==> config.mk <==
export PLATFORM = sky130hd
export DESIGN_NAME = seq_detect_prog
export DESIGN_NICKNAME = d
export VERILOG_FILES = /design/src/rtl/seq_detect_prog.sv
export SDC_FILE = /design/constraint.sdc
export NUM_CORES = 1
export LEC_CHECK = 0
export BUFFER_PORTS_ARGS = -buffer_cell sky130_fd_sc_hd__buf_2
export CAP_MARGIN = 10
export CORE_AREA = 2 2 59 89
export CTS_BUF_LIST = sky130_fd_sc_hd__clkbuf_4 sky130_fd_sc_hd__clkbuf_8
export DETAILED_ROUTE_END_ITERATION = 12
export DIE_AREA = 0 0 61 91
export PLACE_DENSITY = 0.7
export SYNTH_ARGS = -nofsm -noshare
export SYNTH_HDL_FRONTEND = slang
export SYNTH_SLANG_ARGS = --single-unit
==> constraint.sdc <==
create_clock -name clk -period 3.5 [get_ports clk]
set_input_delay 0.175 -clock clk [delete_from_list [all_inputs] [get_ports clk]]
set_output_delay 0.175 -clock clk [all_outputs]
set_load 0.01 [all_outputs]
==> src/rtl/seq_detect_prog.sv <==
// seq_detect_prog
//   Programmable serial sequence detector with a Moore output. The pattern,
//   its length and the overlap mode can be reloaded at run time. One qualified
//   bit is consumed per clock. Each detected occurrence produces a registered
//   one-cycle dout pulse and bumps a saturating match counter.
// Ports
//   clk, rst        clock; asynchronous active-low reset
//   en              detector enable (low parks the FSM in S_IDLE and wipes history)
//   din, din_valid  serial bit and its qualifier
//   cfg_load        load cfg_pattern / cfg_len / cfg_overlap this cycle
//   cfg_pattern     pattern, bit [len-1] received first, bit [0] received last
//   cfg_len         pattern length, legal range 1..PAT_W
//   cfg_overlap     1 = matches may share bits
//   clr_count       synchronous clear of match_count (wins over an increment)
//   dout            match pulse, high only while in S_HIT
//   match_count     saturating count of matches
//   cfg_err         one-cycle pulse when cfg_load carries an illegal cfg_len
module seq_detect_prog #(
  parameter int                PAT_W   = 8,
  parameter int                LEN_W   = 4,
  parameter int                CNT_W   = 16,
  parameter logic [PAT_W-1:0]  RST_PAT = 8'b0000_1010,
  parameter logic [LEN_W-1:0]  RST_LEN = LEN_W'(4),
  parameter logic              RST_OVL = 1'b0
) (
  input  logic             clk,
  input  logic             rst,
  input  logic             en,
  input  logic             din,
  input  logic             din_valid,
  input  logic             cfg_load,
  input  logic [PAT_W-1:0] cfg_pattern,
  input  logic [LEN_W-1:0] cfg_len,
  input  logic             cfg_overlap,
  input  logic             clr_count,
  output logic             dout,
  output logic [CNT_W-1:0] match_count,
  output logic             cfg_err
);

  typedef enum logic [1:0] {S_IDLE, S_HUNT, S_HIT} state_e;

  state_e           state_q, state_d;
  logic [PAT_W-1:0] hist_q, hist_d;
  logic [LEN_W-1:0] fill_q, fill_d;
  logic [PAT_W-1:0] pat_q, pat_d;
  logic [LEN_W-1:0] len_q, len_d;
  logic             ovl_q, ovl_d;
  logic [CNT_W-1:0] cnt_q, cnt_d;
  logic             err_q, err_d;

  logic [PAT_W-1:0] len_mask;
  logic [PAT_W-1:0] hist_new;
  logic [LEN_W:0]   fill_inc;
  logic             cfg_ok;
  logic             match;
  logic             inc;

  // Only the low len_q bits of history and pattern take part in the compare.
  always_comb begin
    for (int i = 0; i < PAT_W; i++)
      len_mask[i] = ({1'b0, len_q} > (LEN_W+1)'(i));
  end

  assign cfg_ok   = (cfg_len != '0) && ({1'b0, cfg_len} <= (LEN_W+1)'(PAT_W));
  assign hist_new = {hist_q[PAT_W-2:0], din};
  assign fill_inc = {1'b0, fill_q} + (LEN_W+1)'(1);
  // fill counts bits that may still contribute to a match, so a match
  // needs at least len of them including the bit arriving now.
  assign match    = (fill_inc >= {1'b0, len_q}) &&
                    ((hist_new & len_mask) == (pat_q & len_mask));

  always_comb begin
    state_d = state_q;
    hist_d  = hist_q;
    fill_d  = fill_q;
    pat_d   = pat_q;
    len_d   = len_q;
    ovl_d   = ovl_q;
    err_d   = 1'b0;
    inc     = 1'b0;

    // Config is validated regardless of en; a bad length leaves it untouched.
    if (cfg_load) begin
      if (cfg_ok) begin
        pat_d = cfg_pattern;
        len_d = cfg_len;
        ovl_d = cfg_overlap;
      end else begin
        err_d = 1'b1;
      end
    end

    if (!en) begin
      state_d = S_IDLE;
      hist_d  = '0;
      fill_d  = '0;
    end else if (cfg_load && cfg_ok) begin
      state_d = S_HUNT;
      hist_d  = '0;
      fill_d  = '0;
    end else begin
      unique case (state_q)
        S_IDLE: state_d = S_HUNT;
        S_HUNT, S_HIT: begin
          // A rejected cfg_load still swallows the bit offered with it.
          if (din_valid && !cfg_load) begin
            hist_d = hist_new;
            fill_d = (fill_inc > (LEN_W+1)'(PAT_W)) ? LEN_W'(PAT_W) : fill_inc[LEN_W-1:0];
            if (match) begin
              state_d = S_HIT;
              inc     = 1'b1;
              if (!ovl_q) fill_d = '0;
            end else begin
              state_d = S_HUNT;
            end
          end else begin
            state_d = S_HUNT;
          end
        end
        default: state_d = S_IDLE;
      endcase
    end

    cnt_d = cnt_q;
    if (clr_count)          cnt_d = '0;
    else if (inc && !(&cnt_q)) cnt_d = cnt_q + CNT_W'(1);
  end

  always_ff @(posedge clk or negedge rst) begin
    if (!rst) begin
      state_q <= S_IDLE;
      hist_q  <= '0;
      fill_q  <= '0;
      pat_q   <= RST_PAT;
      len_q   <= RST_LEN;
      ovl_q   <= RST_OVL;
      cnt_q   <= '0;
      err_q   <= 1'b0;
    end else begin
      state_q <= state_d;
      hist_q  <= hist_d;
      fill_q  <= fill_d;
      pat_q   <= pat_d;
      len_q   <= len_d;
      ovl_q   <= ovl_d;
      cnt_q   <= cnt_d;
      err_q   <= err_d;
    end
  end

  assign dout        = (state_q == S_HIT);
  assign match_count = cnt_q;
  assign cfg_err     = err_q;

endmodule

==> results by group <==
Status
  – Outcome: complete, no violations

Floorplan
  – Initial Utilization: between 40% and 50%
  – # rows: 31
  – Die ar.: between 5000 and 6000 µm²
  – I/O pins: 38
  – Die width: between 60 and 70 µm
  – Die Ht: ~90 µm
  – Core Area: between 4000 and 5000 µm²

Cells and area
  – Commonest non-fill, non-tap cell in the layout: dfrtp_1
  – Final nets: between 200 and 300
  – Synth-to-layout area growth: 14.72%
  – Fill cells: 441
  – Antenna diode count: 0
  – Share of post-route cells with drive strength above 1: 26.24%
  – Commonest non-fill, non-tap cells in the layout: dfrtp_1 (40), buf_2 (37), a21oi_1 (15)

Power
  – Sw Share: 26.01%
  – P_sw: 278.6 µW
  – VDD IR max: 0.2321 mV
  – Int Pwr: 792.6 µW
  – Sequential share of power: between 50 and 60%
  – Pwr dens: between 400 and 500 nW/µm²
  – Static leakage: between 0.001 and 0.0015 µW
  – Clock power frac: 33.0%
  – Combinational Power Share: 14.9%

Setup path
  – Crit. End Element: register
  – CP Cell Sequence: ha_1 -> nor2b_1 -> or2_2 -> ha_1 -> o21ai_0 -> o21ai_2 -> nand4_1 -> or4_1 -> a21oi_1
  – Startpoint types: register
  – Largest stage delay, worst path: 0.59 ns
  – Reg2reg path depth: 9
  – Critical path class: reg2reg
  – Worst r2r src: fill_q[0]
  – CP max-delay cell: or4_1
  – CP dominant cell by count: ha_1
  – Worst path buffer plus inverter count: 0
  – Worst path required time: ~3.7 ns
  – Reg2Reg Setup Slack: around 0.67 ns
  – Cell family with most CP delay: simple AND/OR/NAND/NOR gates
  – WP data arrival: 3.06 ns
  – Worst setup path start: fill_q[0]
  – RR Endpoint: match_count[9]
  – CP max FO: 13

Routing
  – Detailed-route wire length: 4738 µm
  – Drt first pass iters: 4
  – Initial DRC count: 87
  – Vias: roughly 1900
  – Routed len/inst: 14.40 µm
  – DRC viols: 0
  – Vias per cell: ~5.7
  – Post-DRT Antenna Nets: 0

Global route
  – Antenna violations before repair: 0
  – Grt ovf: 0
  – First-pass GRT wire length: 8024 µm
  – Pin count of the biggest net entering global routing: 44
  – GRT Overall Usage: a little under a fifth
  – Vias in the first global route: roughly 1800

Place
  – Routability congestion estimate: 0.8276
  – Pre-CTS setup slack: approximately 0.66 ns
  – Post-DP HPWL: 3486 µm
  – Port Buf Inserts: 37

Synth
  – Share of flip-flops with an asynchronous set or reset: 100.0%
  – EDFF count, synth: 0
  – Syn Std Cell Area: between 2000 and 2500 µm²
  – Post-synthesis cell count: between 200 and 250
  – Yosys warning total: 0
  – Sequential share of the synthesized area: a little under half
  – #FFs+latches synth: 43
  – Yosys cell types: 47
  – Post-Syn Nets: 254
  – Syn_area_per_cell: between 10 and 15 µm²
  – Most used flip-flop cell after synthesis: dfrtp_1

CTS
  – Hold buffers post-CTS: 0
  – H-tree depth: 2
  – Post-CTS Setup Bufs: 0
  – Root Buffer: clkbuf_8
  – TritonCTS buffer count: 5
  – Clk_lat worst skew: approximately 0.3 ns
  – Post-cts resize count: 0
  – CTS tree: done
  – Clk sinks: 43
  – CTS Buffer Depth: 2
  – Clock slew at reported path FFs: ~0.080 ns

STA
  – Clk_skew: about 0.0075 ns
  – Post-route minimum period: around 2.8 ns
  – Worst-margin pin slew: 0.9546 ns
  – Setup TNS: 0 ns
  – RSZ-0062 raised after global routing: no
  – Setup violations, final: 0
  – Fin. max-slew vios: 0
  – Hold Fails Final Rpt: 0
  – Fmax: 352.8 MHz
  – Relative slew slack: between 30% and 40%
  – Final worst slack: about 0.67 ns
  – Tcrit/Tclk final: between 80% and 90%

Flow run
  – Max Cap Viol: 0

Worst hold path
  – Min-delay worst type: in2async
[worst max path at each step]
stage	to	slack [ns]	depth (start not counted)
final	match_count[9]	0.67	9
after global routing	match_count[5]	0.41	9
after CTS	match_count[9]	0.65	9
after detailed placement	match_count[9]	0.66	9
after global placement	match_count[9]	0.74	9
after floorplan	match_count[13]	1.02	10
[power by group through the flow]
stage	sequential, µW	clock [µW]	combinational, µW
finish	558	353	160
global route	563	383	182
CTS	558	364	163
detailed placement	568	0	162
global placement	567	0	158
floorplan	561	0	119
[registers in the layout, indices dropped and copies added (netlist names)]
| signal | flops |
|---|---|
| cfg_err | 1 |
| fill_q | 4 |
| hist_q | 7 |
| len_q | 4 |
| match_count | 16 |
| ovl_q | 1 |
| pat_q | 8 |
| state_q | 2 |
[cell usage after synthesis, drive strengths merged (2+ instances only)]
library cell	number	area, µm²
dfrtp	40	1001
a21oi	15	75.07
o21ai	14	77.57
mux2	13	146.4
nand2	13	48.80
inv	11	41.29
nor2	10	37.54
ha	9	112.6
or3	9	56.30
xnor2	9	78.83
nand3	8	40.04
a22o	7	61.31
nor3	7	40.04
nand4	6	43.79
nand2b	5	38.78
nor2b	5	31.28
o31ai	5	37.54
buf	4	18.76
or4	4	30.03
a211oi	3	35.03
and3	3	18.77
clkbuf	3	11.26
dfstp	3	78.83
xor2	3	26.28
o21a	2	15.01
o22ai	2	12.51
[stage by stage]
step,cells,area [µm²],hold WS [ns],power [µW],util [%]
detailed placement,321,2557,0.3803,730.0,53.61
CTS,329,2661,0.06262,1085,55.78
floorplan,225,2320,-0.1206,679.9,-
finish,329,2661,0.02527,1071,55.78
global route,329,2661,0.1036,1127,55.78
global placement,321,2557,0.3820,725.5,53.61
[layer usage]
layer	vias to the layer above	global-route usage, %	wire, µm	share of wire (%)
li1	893	-	-	-
met3	20	3.419	165	3.5
met4	0	11.41	231	4.9
met2	49	30.11	2392	50
met5	-	0	0	0
met1	897	23.19	1948	41
[cell families (layout without fill, tap and decap cells)]
kind of cell               Yosys count  in the layout  share of synthesized area, %
adders and majority gates            9              9                         4.854
AOI/OAI and AO/OA                   55             55                         16.18
and+or+nand+nor                     74             74                         18.07
muxes                               14             14                         6.742
buffers and inverters               18             56                         3.074
xor gates and xnor gates            12             12                         4.531
DFF                                 43             43                         46.55
[cell type report]
| type | count | area [µm²] | area share [%] |
|---|---|---|---|
| multi-input cells | 164 | 1169 | 43.91 |
| inverters | 11 | 41.29 | 1.551 |
| well taps | 66 | 82.58 | 3.103 |
| flip-flops and latches | 43 | 1080 | 40.57 |
| clock buffers | 8 | 103.9 | 3.902 |
| repair buffers | 37 | 185.2 | 6.958 |
[worst register-to-register path, stage by stage (launching register included)]
cell     delay [ns]
dfrtp_1        0.42
ha_1           0.25
nor2b_1        0.15
or2_2          0.27
ha_1           0.27
o21ai_0        0.09
o21ai_2        0.20
nand4_1        0.38
or4_1          0.59
a21oi_1        0.15
Power figures use the tool's default switching activity.
